[config.mk]
export PLATFORM = sky130hd
export DESIGN_NAME = multi_level_ctrl
export DESIGN_NICKNAME = d
export VERILOG_FILES = /design/src/rtl/multi_level_ctrl.sv
export SDC_FILE = /design/constraint.sdc
export NUM_CORES = 1
export LEC_CHECK = 0
export BUFFER_PORTS_ARGS = -buffer_cell sky130_fd_sc_hd__clkbuf_2
export CORE_UTILIZATION = 53
export CTS_CLUSTER_SIZE = 24
export DETAILED_ROUTE_END_ITERATION = 8
export PLACE_DENSITY_LB_ADDON = 0.25
export SYNTH_ARGS = -nofsm -noshare
export SYNTH_HDL_FRONTEND = slang
export SYNTH_SLANG_ARGS = --single-unit
[constraint.sdc]
create_clock -name clk -period 2.4 [get_ports clk]
set_input_delay 0.12 -clock clk [delete_from_list [all_inputs] [get_ports clk]]
set_output_delay 0.12 -clock clk [all_outputs]
set_load 0.02 [all_outputs]
[src/rtl/multi_level_ctrl.sv]
// multi_level_ctrl
// Multi-channel saturating level controller driven by decoded IR commands.
// Holds NUM_CH levels, a channel selector and a global mute flag. Every
// accepted command (re)starts a sequential double-dabble conversion of the
// selected channel's level. The finished result is shown as a 5-digit display
// word for TIMEOUT_CYCLES clock cycles.
//
// Ports:
//   clk          system clock
//   rst          synchronous reset, active-high
//   ir_cmd       decoded IR command code, qualified by ir_valid
//   ir_valid     command strobe, one command per high cycle (no backpressure)
//   display_data registered {char, digit3, hundreds, tens, units}
//   show_level   display word valid; overrides the channel screen
//   mute         global mute flag
//   sel_ch       currently selected channel
//   levels       flat level bus, channel c at [c*LVL_W +: LVL_W]
//   busy         BCD conversion in progress
//
// Handshake: ir_valid has no ready. Every cycle with ir_valid=1 and a
// recognised ir_cmd is accepted and applied at that clock edge.
module multi_level_ctrl #(
  parameter int         NUM_CH         = 4,
  parameter int         LVL_W          = 7,
  parameter int         MAX_LEVEL      = 100,
  parameter int         INIT_LEVEL     = 50,
  parameter int         STEP           = 1,
  parameter int         TIMEOUT_CYCLES = 2_500_000,
  parameter int         CHAR_BASE      = 13,
  parameter int         CHAR_MUTE      = 14,
  parameter logic [7:0] CMD_UP         = 8'h30,
  parameter logic [7:0] CMD_DOWN       = 8'h08,
  parameter logic [7:0] CMD_MUTE       = 8'h10,
  parameter logic [7:0] CMD_SEL        = 8'h20,
  localparam int        CH_W           = (NUM_CH > 1) ? $clog2(NUM_CH) : 1
) (
  input  logic                    clk,
  input  logic                    rst,
  input  logic [7:0]              ir_cmd,
  input  logic                    ir_valid,
  output logic [19:0]             display_data,
  output logic                    show_level,
  output logic                    mute,
  output logic [CH_W-1:0]         sel_ch,
  output logic [NUM_CH*LVL_W-1:0] levels,
  output logic                    busy
);

  localparam int CNT_W = (LVL_W > 1) ? $clog2(LVL_W) : 1;
  localparam int TM_W  = $clog2(TIMEOUT_CYCLES);

  localparam logic [LVL_W:0]   MAX_X     = (LVL_W+1)'(MAX_LEVEL);
  localparam logic [LVL_W:0]   STEP_X    = (LVL_W+1)'(STEP);
  localparam logic [LVL_W-1:0] INIT_L    = LVL_W'(INIT_LEVEL);
  localparam logic [TM_W-1:0]  TM_RELOAD = TM_W'(TIMEOUT_CYCLES - 1);
  localparam logic [CNT_W-1:0] CNT_LAST  = CNT_W'(LVL_W - 1);
  localparam logic [CH_W-1:0]  SEL_LAST  = CH_W'(NUM_CH - 1);
  localparam logic [3:0]       CHAR_B    = 4'(CHAR_BASE);
  localparam logic [3:0]       CHAR_M    = 4'(CHAR_MUTE);

  typedef enum logic [1:0] {
    S_IDLE,
    S_LOAD,
    S_SHIFT,
    S_DONE
  } state_t;

  state_t state, state_next;

  logic [LVL_W-1:0] lvl [NUM_CH];
  logic [LVL_W-1:0] cur_lvl, up_lvl, down_lvl;
  logic [LVL_W:0]   up_sum;
  logic             is_up, is_down, is_mute, is_sel, accept;
  logic             load_en, shift_en, done_en;
  logic [LVL_W-1:0] bin;
  logic [11:0]      bcd, bcd_adj;
  logic [CNT_W-1:0] cnt;
  logic [TM_W-1:0]  timer;

  // Double-dabble correction: every nibble >= 5 gets +3 before the shift.
  function automatic logic [11:0] add3(input logic [11:0] b);
    logic [11:0] r;
    r = b;
    for (int i = 0; i < 3; i++) begin
      if (r[4*i +: 4] >= 4'd5) r[4*i +: 4] = r[4*i +: 4] + 4'd3;
    end
    return r;
  endfunction

  assign is_up   = ir_valid && (ir_cmd == CMD_UP);
  assign is_down = ir_valid && (ir_cmd == CMD_DOWN);
  assign is_mute = ir_valid && (ir_cmd == CMD_MUTE);
  assign is_sel  = ir_valid && (ir_cmd == CMD_SEL);
  assign accept  = is_up || is_down || is_mute || is_sel;

  // Saturating arithmetic in LVL_W+1 bits so UP near the top cannot wrap.
  assign cur_lvl  = lvl[sel_ch];
  assign up_sum   = {1'b0, cur_lvl} + STEP_X;
  assign up_lvl   = (up_sum > MAX_X) ? MAX_X[LVL_W-1:0] : up_sum[LVL_W-1:0];
  assign down_lvl = ({1'b0, cur_lvl} >= STEP_X) ? (cur_lvl - STEP_X[LVL_W-1:0])
                                                : '0;
  assign bcd_adj  = add3(bcd);

  for (genvar c = 0; c < NUM_CH; c++) begin : g_levels
    assign levels[c*LVL_W +: LVL_W] = lvl[c];
  end

  assign busy = (state != S_IDLE);

  // Level, mute and channel selector registers.
  always_ff @(posedge clk) begin
    if (rst) begin
      for (int c = 0; c < NUM_CH; c++) lvl[c] <= INIT_L;
      mute   <= 1'b0;
      sel_ch <= '0;
    end else begin
      if (is_up) begin
        lvl[sel_ch] <= up_lvl;
        mute        <= 1'b0;
      end
      if (is_down) begin
        lvl[sel_ch] <= down_lvl;
        mute        <= 1'b0;
      end
      if (is_mute) mute <= ~mute;
      if (is_sel) sel_ch <= (sel_ch == SEL_LAST) ? '0 : sel_ch + CH_W'(1);
    end
  end

  // Conversion FSM: state register.
  always_ff @(posedge clk) begin
    if (rst) state <= S_IDLE;
    else     state <= state_next;
  end

  // Conversion FSM: next state and strobes. A new command always wins and
  // restarts at LOAD, which also suppresses a pending DONE write.
  always_comb begin
    state_next = state;
    load_en    = 1'b0;
    shift_en   = 1'b0;
    done_en    = 1'b0;
    if (accept) begin
      state_next = S_LOAD;
    end else begin
      case (state)
        S_IDLE:  state_next = S_IDLE;
        S_LOAD: begin
          load_en    = 1'b1;
          state_next = S_SHIFT;
        end
        S_SHIFT: begin
          shift_en = 1'b1;
          if (cnt == CNT_LAST) state_next = S_DONE;
        end
        S_DONE: begin
          done_en    = 1'b1;
          state_next = S_IDLE;
        end
        default: state_next = S_IDLE;
      endcase
    end
  end

  // Double-dabble datapath.
  always_ff @(posedge clk) begin
    if (rst) begin
      bin <= '0;
      bcd <= '0;
      cnt <= '0;
    end else if (load_en) begin
      bin <= cur_lvl;
      bcd <= '0;
      cnt <= '0;
    end else if (shift_en) begin
      bcd <= {bcd_adj[10:0], bin[LVL_W-1]};
      bin <= bin << 1;
      cnt <= cnt + CNT_W'(1);
    end
  end

  // Display word and hold timer. A command reloads the timer so the word
  // cannot blank while a restarted conversion is still running.
  always_ff @(posedge clk) begin
    if (rst) begin
      display_data <= '0;
      show_level   <= 1'b0;
      timer        <= '0;
    end else if (accept) begin
      timer <= TM_RELOAD;
    end else if (done_en) begin
      display_data <= {CHAR_B + 4'(sel_ch), (mute ? CHAR_M : 4'd0), bcd};
      show_level   <= 1'b1;
      timer        <= TM_RELOAD;
    end else if (show_level) begin
      if (timer == '0) begin
        show_level   <= 1'b0;
        display_data <= '0;
      end else begin
        timer <= timer - TM_W'(1);
      end
    end
  end

endmodule

==> summary.md <==
| Metric | Value |
|---|---|
| Status | finished with violations |
| Failing checks | negative setup slack |
| Final setup fails | 24 |
| Nets | 669 |
| PwrDens | 598 mW/mm2 |
| DR WL/cell | approximately 16 um |
| CTS tree | built |
| Ports | 64 |
| F_max | roughly 400 MHz |
| Synth top area share | 0.269 |
| Layout area overhead | 20.3% |
| Reg power frac | 0.493 |
| Core Footprint | 0.00924 mm2 |
| Die area | 0.00994 mm2 |
| Clock sink count | 96 |
| Routed via count | 4411 |
| Global route hottest layer | met2 |
| Worst Tran Pin Value | 0.677 ns |
| Global Route met3 Usage | 0.0401 |
| Final WL | 12500 um |
| Vias in the first global route | around 4000 |
| Internal power | 2.52 mW |
| Hold_buf cts | 0 |
| Drt via density | 5.71 |
| Remaining DRCs | 0 |
| Fraction of registers with async set/reset | 0 |
| Initial DRC count | roughly 220 |
| Startpoint types | flip-flop |
| Most common library cell in the layout ignoring fill and taps | nor2_1 |
| Combinational fraction of design power | 0.197 |
| Commonest cells after routing, fill and taps aside | nor2_1 (72), dfxtp_1 (67), clkbuf_2 (62) |
| Worst-path clk slew | 0.10 ns |
| Core Rows | 35 |
| Pin count of the biggest net entering global routing | 30 |
| Setup CP Type | reg2reg |
| Worst Skew | 0.0155 ns |
| EDFF count, synth | 28 |
| Max Cap Viol | 0 |
| Final Worst Setup Slack | -0.0955 ns |
| Post-DP HPWL | about 9200 um |
| Die Y | 99.7 um |
| M1 GR Usage | 0.349 |
| GRT overflow | 0 |
| Total negative slack | -1.34 ns |
| Mean Syn Cell Area | 9.27 um2 |
| Tot GR Track Use | 0.260 |
| Primary FF master, synth | dfxtp_1 |
| Antenna Violating Nets Remaining | 0 |
| Post-synthesis cell count | 546 |
| Register bit total from synthesis | 96 |
| Initial antenna violation count | 0 |
| Switching Share | 0.307 |
| Register area share after synthesis | 0.435 |
| Syn nets | between 500 and 600 |
| Rel. slew slack | 0.548 |
| Fraction of layout instances using a drive strength above 1 | 0.273 |
| Hold crit path type | in2reg |
| Crit-path max FO | 5 |
| Final Hold Fails | 0 |
| Root Buffer | clkbuf_8 |
| Switch Pwr | 1.12 mW |
| Maximum clock path buffer count | 2 |
| Starting Density | 0.548 |
| Period utilisation layout | 1.04 |
| Met2 Usage GRT | 0.428 |
| Util after Layout | 0.659 |
| Fin. max-slew vios | 0 |
| Count of unique library cells instantiated by Yosys | 63 |
| DR pass1 iterations | 5 |
| Synth top area cells | dfxtp_1 (27%), edfxtp_1 (17%), nor2_1 (5.3%), ha_1 (4.7%), a21oi_1 (4.3%) |
| Worst endpoint required time | 2.52 ns |
| Synth area leader | dfxtp_1 |
| Ant diodes | 0 |
| CP arrival | 2.61 ns |
| Total chip power | 3.64 mW |
| Synth Cell Area | 0.00506 mm2 |
| GPL Wtd Cong | 0.902 |
| RSZ-0062 raised after global routing | true |
| Peak supply drop | 0.389 mV |
| Synthesis Warnings | 0 |
| Cell leakage power | ~2.3 nW |
| Die X | 99.7 um |
| Crit path time final | 2.50 ns |
| CTS Buf Count | 9 |
| Clock latency on the worst-skew pair | 0.37 ns |
| Flop2flop setup slack | -0.1 ns |
| First-pass GRT wire length | 20100 um |
| Clock power share | 0.310 |
| CP Capture Type | flip-flop |
| H-tree depth | 3 |
| IO Port Bufs | 62 |
-- worst max-delay path, cell delays in order, from the launching register on --
cell and delay [ns]:
dfxtp_4 0.39, mux4_2 0.58, ha_1 0.28, a31o_1 0.22, or2_2 0.31, o211ai_1 0.21, buf_4 0.17, nand3_1 0.07
-- per-layer routing --
layer / vias up / part of all wire
met5: - / 0
met4: 0 / 0.017
met3: 16 / 0.045
met2: 127 / 0.48
met1: 2131 / 0.46
li1: 2137 / -
-- stage by stage --
stage	std cells	worst slack, ns	cell area (um2)	hold slack [ns]
global route	773	-0.189	6090	0.0916
global placement	752	-0.0812	5780	0.457
detailed placement	752	-0.147	5780	0.461
CTS	770	-0.0620	6030	0.0818
floorplan	546	-0.129	5120	0.316
finish	773	-0.0955	6090	0.0884
-- timing repair --
action                                  4_1_cts  5_1_grt
endpoints found under the hold margin         0        0
pin swaps                                     8        5
gates resized for setup                      10        6
setup buffers                                 2        3
endpoints found under the setup margin       28       28
-- synth_stat cells, drive strengths merged, types with 5 or more instances --
cell type	count
ha	19
dfxtp	68
a21oi	43
a211oi	8
a22oi	17
nand2b	8
xnor2	18
nand2	46
clkbuf	17
edfxtp	28
xor2	7
nor3	20
mux4	7
inv	19
a31o	5
o21ai	23
nor2	74
buf	13
mux2i	8
nor4	10
nand4	6
nand3	18
mux2	6
or3	13
-- sequential cells by signal, indices dropped and copies added (netlist names), named ones only --
name / flops
display_data: 16
sel_ch: 2
timer: 22
bin: 7
bcd: 12
show_level: 1
mute: 1
state: 2
cnt: 3
lvl: 28
-- cells by family after synthesis --
logic type | after synthesis | synth area share
other | 1 | 0.000741
adders and majority gates | 19 | 0.0470
AOI/OAI and AO/OA | 113 | 0.142
buffers and inverters | 49 | 0.0435
xor gates and xnor gates | 25 | 0.0433
and+or+nand+nor | 222 | 0.224
muxes | 21 | 0.0643
DFF | 96 | 0.435
-- layout make-up --
class / instances / area, um2
inverter: 19 / 71.3
sequential: 96 / 2210
timing repair buffer: 112 / 689
fill: 766 / 3150
multi-input combinational: 401 / 2750
clock inverter: 6 / 72.6
clock buffer: 10 / 138
tap: 129 / 161
-- path summary, 6_finish.rpt --
kind,start,to,depth (start not counted)
setup / recovery,flip-flop,lvl[1][1]$_SDFFCE_PN1P_,7
hold / removal,rst,display_data[4]$_SDFFE_PP0P_,2
setup reg to reg,flip-flop,lvl[1][1]$_SDFFCE_PN1P_,7
hold reg to reg,bin[6]$_SDFFE_PP0P_,bcd[0]$_SDFFE_PP0P_,2
-- power by group through the flow --
stage                     registers, mW  clock network [mW]  logic [mW]
after global placement             1.83                   0       0.672
after floorplan                    1.83                   0       0.507
final                              1.79                1.13       0.717
after global routing               1.80                1.22       0.804
after detailed placement           1.83                   0       0.704
after CTS                          1.79                1.15       0.713
No activity file was read; power rests on OpenSTA's default activity.
